### config.mk
export PLATFORM = sky130hd
export DESIGN_NAME = nlprg15_period_mon
export DESIGN_NICKNAME = d
export VERILOG_FILES = /design/src/rtl/nlprg15_pkg.sv /design/src/rtl/nlprg15_period_mon.sv
export SDC_FILE = /design/constraint.sdc
export NUM_CORES = 1
export LEC_CHECK = 0
export BUFFER_PORTS_ARGS = -buffer_cell sky130_fd_sc_hd__buf_2
export CORE_MARGIN = 3
export CORE_UTILIZATION = 39
export DETAILED_ROUTE_END_ITERATION = 12
export PLACE_DENSITY = 0.55
export RECOVER_POWER = 50
export SYNTH_ARGS = -nofsm -noshare
export SYNTH_HDL_FRONTEND = slang
export SYNTH_SLANG_ARGS = --single-unit
### constraint.sdc
create_clock -name ck -period 2.6 [get_ports ck]
set_clock_uncertainty 0.2 [all_clocks]
set_input_delay 0.26 -clock ck [delete_from_list [all_inputs] [get_ports ck]]
set_output_delay 0.26 -clock ck [all_outputs]
set_load 0.05 [all_outputs]
### src/rtl/nlprg15_pkg.sv
// Shared definitions for the 15-bit nonlinear PRNG and its receive-side checker.
// nxt() is the single definition of the sequence used by both ends of the link.
package nlprg15_pkg;

    localparam int N      = 15;
    localparam int PERIOD = 32768;

    typedef enum logic [1:0] {
        HUNT   = 2'd0,
        VERIFY = 2'd1,
        LOCKED = 2'd2
    } chk_state_t;

    // x^15+x^14+1 LFSR step, with the feedback inverted when s[13:0] is zero.
    // This splices the all-zero state into the cycle, which gives a full 2^15 period.
    function automatic logic [N-1:0] nxt(input logic [N-1:0] s);
        return {s[N-2:0], s[N-1] ^ s[N-2] ^ (s[N-2:0] == '0)};
    endfunction

endpackage

### src/rtl/nlprg15_period_mon.sv
// Zero-word spacing monitor: while locked, checks that zero words recur
// exactly one PRNG period apart.
module nlprg15_period_mon
    import nlprg15_pkg::*;
(
    input  logic ck,
    input  logic rst,
    input  logic vld,
    input  logic is_zero,
    input  logic locked,
    input  logic start,
    output logic wrap,
    output logic period_ok,
    output logic period_bad
);

    localparam int CW = $clog2(PERIOD);

    logic [CW-1:0] word_cnt;
    logic [CW-1:0] cnt_inc;
    logic          zero_seen;

    assign cnt_inc = word_cnt + CW'(1);

    // The counter restarts at every zero, so a full period makes the increment wrap to 0 exactly on the next zero.
    always_ff @(posedge ck or posedge rst) begin
        if (rst) begin
            word_cnt   <= '0;
            zero_seen  <= 1'b0;
            wrap       <= 1'b0;
            period_ok  <= 1'b0;
            period_bad <= 1'b0;
        end else begin
            wrap <= 1'b0;
            if (start) begin
                word_cnt  <= '0;
                zero_seen <= 1'b0;
            end else if (vld && locked) begin
                if (is_zero) begin
                    wrap      <= 1'b1;
                    zero_seen <= 1'b1;
                    word_cnt  <= '0;
                    if (zero_seen) begin
                        if (cnt_inc == '0) begin
                            period_ok <= 1'b1;
                        end else begin
                            period_bad <= 1'b1;
                        end
                    end
                end else begin
                    word_cnt <= cnt_inc;
                end
            end
        end
    end

endmodule

==> impl_metrics.py <==
metrics = {
    "hold_path": {
        "hold_start": "is_zero",
        "min_delay_path_depth": 2,
        "hp-class": "in -> reg",
        "holdPathEnd": "wrap$_DFF_PP0_",
    },
    "worst_setup_path": {
        "rr_endpoint": "period_bad$_DFFE_PP0P_",
        "r2r_start": "word_cnt[0]$_DFFE_PP0P_",
        "cpLargestDelayFamily": "compound AO/OA/AOI/OAI gates",
        "path_cells": "ha_1 > and4_1 > a211oi_1 > a41oi_1 > a2111oi_4 > a31oi_1",
        "arrival_ns": 2.29,
        "critPathCaptureType": "register",
        "path_class": "reg -> reg",
        "cp.depth": 6,
        "cp_max_fo": 11,
        "cp_slowest_cell": "dfrtp_1",
        "cp_num_buf_inv": 0,
        "ff2ff_path_depth": 6,
        "crit_required_ns": 2.58,
        "r2r_slack_ns": 0.29,
        "cpPeakStageDelay_ns": 0.47,
        "startpoint": "word_cnt[0]$_DFFE_PP0P_",
        "start_kind": "register",
    },
    "cells_and_area": {
        "n_fill_cell": 304,
        "syn_to_final_growth_pct": 5.81,
        "diodes": 0,
        "nets": 156,
        "ff_latch_area_sq_um": 475,
        "drive_gt1_frac": 0.129,
        "multi_input_area_sq_um": 681,
    },
    "global_route": {
        "met1_usage": 0.216,
        "grt_usage": 0.148,
        "grt_overflow": 0,
        "grt_use_met3": 0.0378,
        "top_usage_layer": "met2",
        "grt_pass1_vias": 955,
        "use_met2": 0.218,
        "grt_start_max_net_pins": 20,
        "antenna_found_initial": 0,
        "grt_pass1_wl_mm": 4.69,
    },
    "placed_design": {
        "port_buffers": 8,
        "gp_congestion": 0.774,
        "dpl.hpwl_mm": 1.83,
    },
    "sta": {
        "rsz0062_at_grt": "no",
        "setup-tns-final_ns": 0,
        "setup_violations": 0,
        "finalCritPeriodShare": 0.888,
        "fin_hold_ws_ns": 0.0849,
        "worst_slew_margin_rel": 0.502,
        "finalCriticalPeriod_ns": 2.31,
        "report.final.slew_viol_count": 0,
        "tightest_slew_ns": 0.745,
        "finalHoldViolCount": 0,
        "fmax_mhz": 433,
    },
    "floorplan": {
        "die_area_sq_um": 3920,
        "chipHeight_um": 62.6,
        "initial_core_util": 0.431,
        "rows": 19,
        "io-pin-count": 9,
        "coreArea_sq_um": 2900,
        "die_x_um": 62.6,
    },
    "drt": {
        "avgViaCountPerCell": 5.61,
        "drtIter0Drc": 45,
        "vias": 1061,
        "wirelength_mm": 2.71,
        "firstDrtPassIters": 5,
        "drtAntennaViolNets": 0,
        "avgRoutedWirePerCell_um": 14.3,
        "drc": 0,
    },
    "clock_tree": {
        "ctsResizeCount": 0,
        "clock_path_buffers": 2,
        "clk_pin_slew_ns": 0.11,
        "cts_sinks": 19,
        "cts-root-buf": "clkbuf_4",
        "cts_buffers": 3,
        "cts_tree": "yes",
        "clock_latency_ns": 0.30,
        "htreeDepth": 1,
    },
    "power_and_ir_drop": {
        "peakVddDrop_mv": 0.290,
        "clkPwrFrac": 0.300,
        "p_per_area_nw_per_um2": 389,
        "pwr-share-seq": 0.597,
        "switchingPower_uw": 138,
        "intPower_uw": 375,
        "p_leak_nw": 0.540,
        "swShare": 0.269,
        "combPwrFrac": 0.103,
    },
    "synth": {
        "synthArstFlopShare": 1.00,
        "syn_area_sq_um": 1250,
        "seq_area_frac_synth": 0.381,
        "ys_types": 40,
        "avgSynthCellArea_sq_um": 8.92,
        "synth-main-ff-cell": "dfrtp_1",
        "ys_seq_elements": 19,
        "yosysWarnings": 0,
        "synth_edf_count": 0,
        "syn-num-nets": 148,
        "syn_inst": 140,
    },
    "outcome": {
        "status": "completed",
    },
    "run": {
        "drv_cap": 0,
    },
}
worst reg2reg max path, cell delays in order, from the launching register on:
cell,delay (ns)
dfrtp_1,0.47
ha_1,0.36
and4_1,0.31
a211oi_1,0.25
a41oi_1,0.10
a2111oi_4,0.38
a31oi_1,0.12
Yosys cell counts (2+ instances only):
| cell type | instances | share of area |
|---|---|---|
| nand3_2 | 2 | 0.016 |
| nand3_1 | 8 | 0.032 |
| o31ai_1 | 5 | 0.030 |
| buf_4 | 2 | 0.012 |
| inv_1 | 5 | 0.015 |
| clkbuf_1 | 3 | 0.0090 |
| o21ai_0 | 21 | 0.084 |
| or3_1 | 2 | 0.010 |
| a21oi_1 | 4 | 0.016 |
| nor3_1 | 2 | 0.0080 |
| dfrtp_1 | 19 | 0.38 |
| xnor2_1 | 2 | 0.014 |
| a31oi_1 | 3 | 0.015 |
| nor4_2 | 2 | 0.020 |
| nor2_1 | 14 | 0.042 |
| xor2_1 | 4 | 0.028 |
| buf_6 | 3 | 0.027 |
| ha_1 | 2 | 0.020 |
| nor3_2 | 2 | 0.016 |
| nand2_1 | 14 | 0.042 |
| nand4_1 | 2 | 0.010 |
cells by family after synthesis:
logic type,after synthesis,share of synthesized area
xor gates and xnor gates,6,0.0421
and+or+nand+nor,57,0.263
adders and majority gates,2,0.0200
DFF,19,0.381
buffers and inverters,14,0.0741
AOI/OAI and AO/OA,41,0.212
muxes,1,0.00802
metrics by stage:
stage          cells  cell area [sq um]  setup WS [ns]  total power, mW   util
2_1_floorplan    140               1250          0.612            0.345      -
3_3_place_gp     183               1280          0.401            0.362  0.442
3_5_place_dp     183               1280          0.332            0.364  0.442
4_1_cts          189               1330          0.303            0.527  0.458
5_1_grt          189               1320          0.133            0.546  0.456
6_report         189               1320          0.292            0.513  0.456
power groups by stage:
stage	Sequential, mW	Clock, mW	Combinational [mW]
global route	0.308	0.180	0.0583
CTS	0.306	0.166	0.0541
detailed placement	0.312	0	0.0514
finish	0.306	0.154	0.0527
global placement	0.311	0	0.0509
floorplan	0.325	0	0.0204
layout make-up:
type | count | area share
flip-flops and latches | 19 | 0.360
well taps | 42 | 0.0398
clock buffers | 4 | 0.0199
multi-input cells | 107 | 0.515
repair buffers | 12 | 0.0511
inverters | 5 | 0.0142
state kept, by name, summed over array words and instances (netlist names):
| signal | count |
|---|---|
| period_bad | 1 |
| wrap | 1 |
| word_cnt | 15 |
| period_ok | 1 |
| zero_seen | 1 |
worst max-delay path by stage:
stage	endpoint
after floorplan	period_bad$_DFFE_PP0P_
final	period_bad$_DFFE_PP0P_
after global routing	period_ok$_DFFE_PP0P_
after global placement	period_bad$_DFFE_PP0P_
after CTS	period_ok$_DFFE_PP0P_
after detailed placement	period_bad$_DFFE_PP0P_
layer usage:
metal | vias up | wire (um)
met1 | 514 | 1420
met5 | - | 0
met4 | 0 | 19
met2 | 21 | 1170
met3 | 2 | 95
li1 | 524 | -
cells in the final DEF (no fill, tap or decap), types with 4 or more instances in the layout:
| cell type | instances |
|---|---|
| nand2_1 | 14 |
| o21ai_0 | 21 |
| xor2_1 | 4 |
| o31ai_1 | 5 |
| clkbuf_1 | 5 |
| buf_2 | 5 |
| nand3_1 | 8 |
| nor2_1 | 14 |
| a21oi_1 | 4 |
| inv_1 | 5 |
| dfrtp_1 | 19 |
what timing repair did:
action	4_1_cts	5_1_grt
hold buffers	2	0
endpoints found under the hold margin	20	0
setup buffers	0	0
endpoints found under the setup margin	0	0
Power figures use the tool's default switching activity.
